--- src/rtl/instruction_sequencer.sv ---
// instruction_sequencer: loadable program memory plus a program counter that
// issues instructions to a core over a start/busy handshake. Each instruction
// is presented with a one-cycle start pulse; the sequencer then waits for the
// core's busy to rise (bounded by an acknowledge timeout) and fall again
// before issuing the next one.

`ifndef INSTRUCTION_WIDTH
`define INSTRUCTION_WIDTH 32
`endif

module instruction_sequencer #(
   parameter int INSTR_WIDTH = `INSTRUCTION_WIDTH,
   parameter int DEPTH       = 16,
   parameter int ADDR_WIDTH  = 4,
   parameter int ACK_TIMEOUT = 8
) (
   input  logic                   clk,
   input  logic                   reset,
   input  logic                   load_we,
   input  logic [ADDR_WIDTH-1:0]  load_addr,
   input  logic [INSTR_WIDTH-1:0] load_data,
   input  logic                   run,
   input  logic [ADDR_WIDTH:0]    run_length,
   input  logic                   abort,
   input  logic                   coreBusy,
   output logic [INSTR_WIDTH-1:0] instructionOut,
   output logic                   start,
   output logic                   running,
   output logic                   done,
   output logic                   timeoutError,
   output logic [ADDR_WIDTH-1:0]  pc,
   output logic [ADDR_WIDTH:0]    issuedCount
);

   localparam int CNT_WIDTH = $clog2(ACK_TIMEOUT + 1);
   localparam logic [CNT_WIDTH-1:0]  ACK_LAST  = CNT_WIDTH'(ACK_TIMEOUT - 1);
   localparam logic [ADDR_WIDTH:0]   DEPTH_LEN = (ADDR_WIDTH + 1)'(DEPTH);

   typedef enum logic [2:0] {
      S_IDLE  = 3'd0,
      S_ISSUE = 3'd1,
      S_ACK   = 3'd2,
      S_EXEC  = 3'd3,
      S_DONE  = 3'd4
   } state_t;

   state_t                 state, state_next;
   logic [INSTR_WIDTH-1:0] mem [DEPTH];
   logic [ADDR_WIDTH:0]    length, length_next;
   logic [ADDR_WIDTH-1:0]  pc_next;
   logic [ADDR_WIDTH:0]    issued_next;
   logic [CNT_WIDTH-1:0]   ack_cnt, ack_cnt_next;
   logic                   abort_pend, abort_pend_next;
   logic                   timeout_next;

   // Program memory write port; the program can only change while idle.
   always_ff @(posedge clk) begin
      if (load_we && (state == S_IDLE)) begin
         mem[load_addr] <= load_data;
      end
   end

   // Next-state, counter and flag computation for the issue handshake.
   always_comb begin
      state_next      = state;
      length_next     = length;
      pc_next         = pc;
      issued_next     = issuedCount;
      ack_cnt_next    = ack_cnt;
      timeout_next    = timeoutError;
      abort_pend_next = abort_pend | abort;
      case (state)
         S_IDLE: begin
            abort_pend_next = 1'b0;
            if (run) begin
               length_next  = (run_length > DEPTH_LEN) ? DEPTH_LEN : run_length;
               pc_next      = '0;
               issued_next  = '0;
               timeout_next = 1'b0;
               if (run_length == '0) begin
                  state_next = S_DONE;
               end else begin
                  state_next = S_ISSUE;
               end
            end else begin
               state_next = S_IDLE;
            end
         end
         S_ISSUE: begin
            ack_cnt_next = '0;
            state_next   = S_ACK;
         end
         S_ACK: begin
            if (coreBusy) begin
               state_next = S_EXEC;
            end else if (ack_cnt == ACK_LAST) begin
               timeout_next = 1'b1;
               state_next   = S_DONE;
            end else begin
               ack_cnt_next = ack_cnt + CNT_WIDTH'(1);
            end
         end
         S_EXEC: begin
            if (!coreBusy) begin
               issued_next = issuedCount + (ADDR_WIDTH + 1)'(1);
               pc_next     = pc + ADDR_WIDTH'(1);
               // An abort raised in this very cycle counts as already seen.
               if ((issued_next == length) || abort_pend || abort) begin
                  state_next = S_DONE;
               end else begin
                  state_next = S_ISSUE;
               end
            end else begin
               state_next = S_EXEC;
            end
         end
         S_DONE: begin
            state_next = S_IDLE;
         end
         default: begin
            state_next = S_IDLE;
         end
      endcase
   end

   // State register and registered outputs, derived from the next state so
   // start/running/done line up exactly with the state they describe.
   always_ff @(posedge clk) begin
      if (!reset) begin
         state          <= S_IDLE;
         length         <= '0;
         pc             <= '0;
         issuedCount    <= '0;
         ack_cnt        <= '0;
         abort_pend     <= 1'b0;
         timeoutError   <= 1'b0;
         start          <= 1'b0;
         running        <= 1'b0;
         done           <= 1'b0;
         instructionOut <= '0;
      end else begin
         state        <= state_next;
         length       <= length_next;
         pc           <= pc_next;
         issuedCount  <= issued_next;
         ack_cnt      <= ack_cnt_next;
         abort_pend   <= abort_pend_next;
         timeoutError <= timeout_next;
         start        <= (state_next == S_ISSUE);
         running      <= (state_next != S_IDLE);
         done         <= (state_next == S_DONE);
         if (state_next == S_ISSUE) begin
            instructionOut <= mem[pc_next];
         end else begin
            instructionOut <= instructionOut;
         end
      end
   end

endmodule
--- config.mk ---
export PLATFORM = sky130hd
export DESIGN_NAME = instruction_sequencer
export DESIGN_NICKNAME = d
export VERILOG_FILES = /design/src/rtl/instruction_sequencer.sv
export SDC_FILE = /design/constraint.sdc
export NUM_CORES = 1
export LEC_CHECK = 0
export BUFFER_PORTS_ARGS = -buffer_cell sky130_fd_sc_hd__buf_2
export CORE_MARGIN = 2
export CORE_UTILIZATION = 48
export DETAILED_ROUTE_END_ITERATION = 16
export PLACE_DENSITY_LB_ADDON = 0.12
export SYNTH_ARGS = -nofsm -noshare
export SYNTH_HDL_FRONTEND = slang
export SYNTH_SLANG_ARGS = --single-unit
--- constraint.sdc ---
create_clock -name clk -period 4 [get_ports clk]
set_input_delay 0.8 -clock clk [delete_from_list [all_inputs] [get_ports clk]]
set_output_delay 0.8 -clock clk [all_outputs]
set_load 0.05 [all_outputs]
# After elaboration in Yosys (flattened, before gate mapping)
# Memory sizes are Yosys's and may differ from the RTL's. A register that Yosys moved wholly into a read port is not among the register bits.
# Cells that the tools add are included.
# W data, S select, Z words.
# totals
regBits	26
output_inout_bits	45
elab_cells	67
mem_count	1
input_bits	47
mem_bits_rw	512
# memory_table
name	depth	width	read_ports	rd_clocked_by_memory_dff	write_ports	line_no	rtl
mem	16	32	1	1	1	48	logic [INSTR_WIDTH-1:0] mem [DEPTH];
# classes
n_addsub	3
n_eq_ne	12
muxes	23
n_lt_le_gt_ge	1
bitwise	2
n_reduce_logical	15
# ops
cell	count
$mux W3	6
$mux W4	4
$pmux W4 S2	2
$mux W5	3
$pmux W3 S4	1
$ne A2 B2 Y1 const B	5
$pmux W5 S2	1
$add A4 B1 Y4 const B	2
$eq A3 B1 Y1 const B	2
$eq A3 B2 Y1 const B	2
$reduce_and A3 Y1	2
$reduce_bool A2 Y1	3
$add A5 B1 Y5 const B	1
$eq A5 B5 Y1	1
$gt A5 B5 Y1 const B	1
$logic_not A5 Y1	1
$mux W1	5
$eq A4 B3 Y1 const B	1
$reduce_and A4 Y1	1
$eq A3 B3 Y1 const B	1
$logic_not A3 Y1	1
$reduce_bool A3 Y1	1
$logic_or A1 B1 Y1	2
$pmux W1 S2	1
6 further kinds	6

# Longest topological paths before layout
# logic_depth
depth_word	8
depth_mapped	11
depth_no_buf	8

# Least setup slack after synthesis
# OpenSTA, ideal clock, no wires.
# synth_path
kind	register to register
start	register state[1]
end	memory mem[0][0] (netlist bit), enable pin
stages_incl_launch_ff	7
required_time_ns	3.539
setup_time_ns	0.461
setup_slack_ns	-0.015
n_path_buf	2
synth_period_minus_slack_ns	4.015
arrival_ns	3.554
cell_sequence	dfxtp_1 > buf_2 > buf_2 > nor3_1 > nand2_1 > or3_1 > nor3_1
# synth_between
elab_chain_len	4
# synth_lines
item	line_no	rtl
from (decl)	47	state_t state, state_next;
from (signal assigned)	142	state <= state_next;
$logic_not A3 Y1	58	if (load_we && (state == S_IDLE)) begin
$logic_and A1 B1 Y1	58	
$mux W1	58	
$mux W1 (not written as such)	59	mem[load_addr] <= load_data;
to (decl)	48	
# No other way between the ends.

# Worst setup path in the final report
# layout_path
start	register pc[0]
end	register instructionOut[8], read port of mem
# layout_between
elab_chain_len	3
elab_cells_between_ends	4
cone_classes	1 x add/sub; 3 x mux
# layout_lines
item	line_no	rtl
from (decl)	31	output logic [ADDR_WIDTH-1:0] pc,
from (signal assigned)	144	pc <= pc_next;
$add A4 B1 Y4	106	pc_next = pc + ADDR_WIDTH'(1);
$mux W4	104	if (!coreBusy) begin
$pmux W4 S2 (*)	72	case (state)
to (decl)	26	output logic [INSTR_WIDTH-1:0] instructionOut,
# Mark *: on every way between the ends. The rest lies on a longest branch, timed or not.
# A chain may end at the register's enable or synchronous reset.

==> flow_summary.toml <==
[sta]
tightest_slew_ps = 802
hold_viol_final = 0
drv_slew = 0
max_freq_mhz = 321
period_share_pct = 77.8
skew_ps = 14.2
period_needed_ps = 3110
setup-violations-final = 0
rsz0062_at_grt = "false"
relSlewSlack_pct = 46.5
setup_total_negative_slack_ps = 0
holdWs_ps = 466

[pwr]
power_switching_mw = 2.63
seq_power_share_pct = 53.6
power_density_nw_per_um2 = 481
ir_drop_mv = 0.331
power.share.clock_pct = 42.0
p_int_mw = 9.77
p_leak_nw = 8.31
comb_power_share_pct = 4.4
swShare_pct = 21.2

[yosys]
synth_most_common_cell = "edfxtp_1"
synth_area_um2 = 22600
post_synth_xor_area_fraction_pct = 0.272
synth_top_cell_area_share_pct = 68.1
synth-compound-area-share_pct = 12.8
ys_ff_latch = 570
yosysTopAreaCell = "edfxtp_1"
yosysSeqAreaShare_pct = 73.3
synth-edff-count = 512
synth_area_leaders = "edfxtp_1, dfxtp_1, nand2_1"
yosys_warnings = 0
synth_top_family_by_area = "compound AO/OA/AOI/OAI gates"
synthTopCellsByCount = "edfxtp_1, nand2_1, nor2_1"
synth-simple-area-share_pct = 7.87
synthFlopType = "edfxtp_1"
synth_nets = 1636
synthCells = 1586
synth-async-reset-ratio_pct = 0
syn_avg_cell_area_um2 = 14.2
yosys-mux-area-fraction_pct = 2.97
ys_types = 55
synthAdderAreaFrac_pct = 0.166

[final_layout]
fillerInstances = 3766
drive_gt1_share_pct = 16.5
multi_input_area_um2 = 5610
diodes = 0
synthToLayoutAreaGrowth_pct = 14.3
final_nets = 1725
regArea_um2 = 16500
stdcell_count = 2330

[cts]
cts_num_sinks = 570
clock_path_buffers = 3
cts_buffers = 57
post_cts_resize_count = 0
cts_tree = "yes"
h-tree-depth = 2
clock-root-buffer = "clkbuf_16"
cts_setup_buffers = 0
hold_buffers = 0
insertion_delay_ps = 600
clk_pin_slew_worst_paths_ps = 60

[routing]
drtPass1Iterations = 7
detail-route-antenna-nets = 0
remaining_drc_errors = 0
drtIter0Drc = 1350
avgViaCountPerCell = 5.84
vias = 13600
detail_route.wl_per_cell_um = 23.7
wirelength_mm = 55.3

[hold_path]
holdPathEnd = "instructionOut[18]"
hold_path.class = "reg -> reg"
min_path_cells = 1
hp-start = "instructionOut[18]"

[placement]
port_buffers = 91
place_inst = 2223
hpwl_mm = 28.2
gp_congestion = 0.748

[run_status]
outcome = "completed"

[setup_path]
startpoint_type = "flip-flop"
r2r-end = "instructionOut[8]"
r2r_start = "pc[0]"
cp_cell_sequence = "ha_1 > and4b_1 > a21oi_1 > or2_4 > buf_12 > a21oi_1 > a221oi_1 > a311o_1 > a32o_1"
worstPathMaxFanout = 69
worst_ep_arrival_time_ps = 3660
rr_worst_depth = 9
setup.worst_path.class = "reg -> reg"
crit_slowest_cell = "or2_4"
cp_slowest_stage_delay_ps = 560
crit_top_cell = "a21oi_1"
cp_top_family = "compound AO/OA/AOI/OAI gates"
crit_cells = 9
cp.required_ps = 4540
worst_setup_path_end_kind = "flip-flop"
crit_buf_inv = 1
r2r_setup_slack_ps = 890

[floorplanning]
fp.coreArea_um2 = 46500
initial_core_util_pct = 48.6
die_x_um = 221
die_area_um2 = 48800
die_h_um = 221
rows = 79
io-pin-count = 92

[global_route]
grt-ovfl-total = 0
antenna_found_initial = 1
grt.total_usage_pct = 22.6
grt_max_degree = 77
grt_pass1_vias = 13000
grt_pass1_wl_mm = 83.3

[run]
cap_violations = 0
worst reg2reg max path: stages (launching register included):
cell and delay (ps):
dfxtp_1 500, ha_1 300, and4b_1 200, a21oi_1 280, or2_4 560, buf_12 430
a21oi_1 170, a221oi_1 290, a311o_1 180, a32o_1 160
metal layers:
metal | track usage (%) | up-vias | part of all wire [%]
li1 | - | 6286 | -
met2 | 36.0 | 404 | 47
met3 | 3.24 | 64 | 5.8
met5 | 0 | - | 0.022
met4 | 5.59 | 2 | 1.7
met1 | 32.8 | 6842 | 45
layout by cell type (no fill, tap or decap), drive strengths merged, types with 60 or more instances in the layout:
cell type  count
buf          142
edfxtp       512
a311o         60
a221oi        64
nand2        207
a21oi        144
nor2         151
clkbuf        90
o21ai         70
mux2i         67
through the flow:
stage	instance area [um^2]	worst slack, ps	util, %	power, mW
detailed placement	23900	624	51.5	7.32
floorplan	22600	179	-	7.06
global placement	23900	644	51.5	7.31
finish	25800	886	55.5	12.4
CTS	25800	877	55.5	12.5
global route	25800	640	55.5	12.8
power by group through the flow:
| stage | Combinational (mW) | Clock [mW] | Sequential, mW |
|---|---|---|---|
| finish | 0.543 | 5.21 | 6.65 |
| global route | 0.579 | 5.54 | 6.66 |
| detailed placement | 0.548 | 0 | 6.77 |
| CTS | 0.549 | 5.32 | 6.65 |
| global placement | 0.542 | 0 | 6.77 |
| floorplan | 0.169 | 0 | 6.89 |
flip-flops by register name (all words and copies together), names as in the netlist:
| register | count |
|---|---|
| state | 3 |
| pc | 4 |
| start | 1 |
| ack_cnt | 4 |
| instructionOut | 32 |
| done | 1 |
| running | 1 |
| timeoutError | 1 |
| issuedCount | 5 |
| length | 5 |
| mem | 512 |
| abort_pend | 1 |
how the worst max path moves through the flow:
stage,startpoint,to,slack (ps)
global route,state[1],instructionOut[2],640
floorplan,state[1],mem[1][0],180
detailed placement,run,instructionOut[9],620
finish,pc[0],instructionOut[8],890
global placement,run,instructionOut[9],640
CTS,pc[0],instructionOut[9],880
kinds of logic (layout without fill, tap and decap cells):
family                   after synthesis  in the layout
adder cells (fa/ha/maj)                3              3
buffers and inverters                117            254
AND/OR/NAND/NOR                      424            424
AO/OA/AOI/OAI                        398            398
XOR/XNOR                               7              7
flip-flops                           570            570
multiplexers                          67             67
final cells by class:
class                           count  area share (%)
Tap cell                          607            2.94
Clock buffer                       90            6.64
Multi-Input combinational cell    899            21.7
Timing Repair Buffer              142            3.98
Sequential cell                   570            64.1
Clock inverter                     17           0.524
Inverter                            5          0.0728
Note: power is estimated with default switching activity, not from simulation.
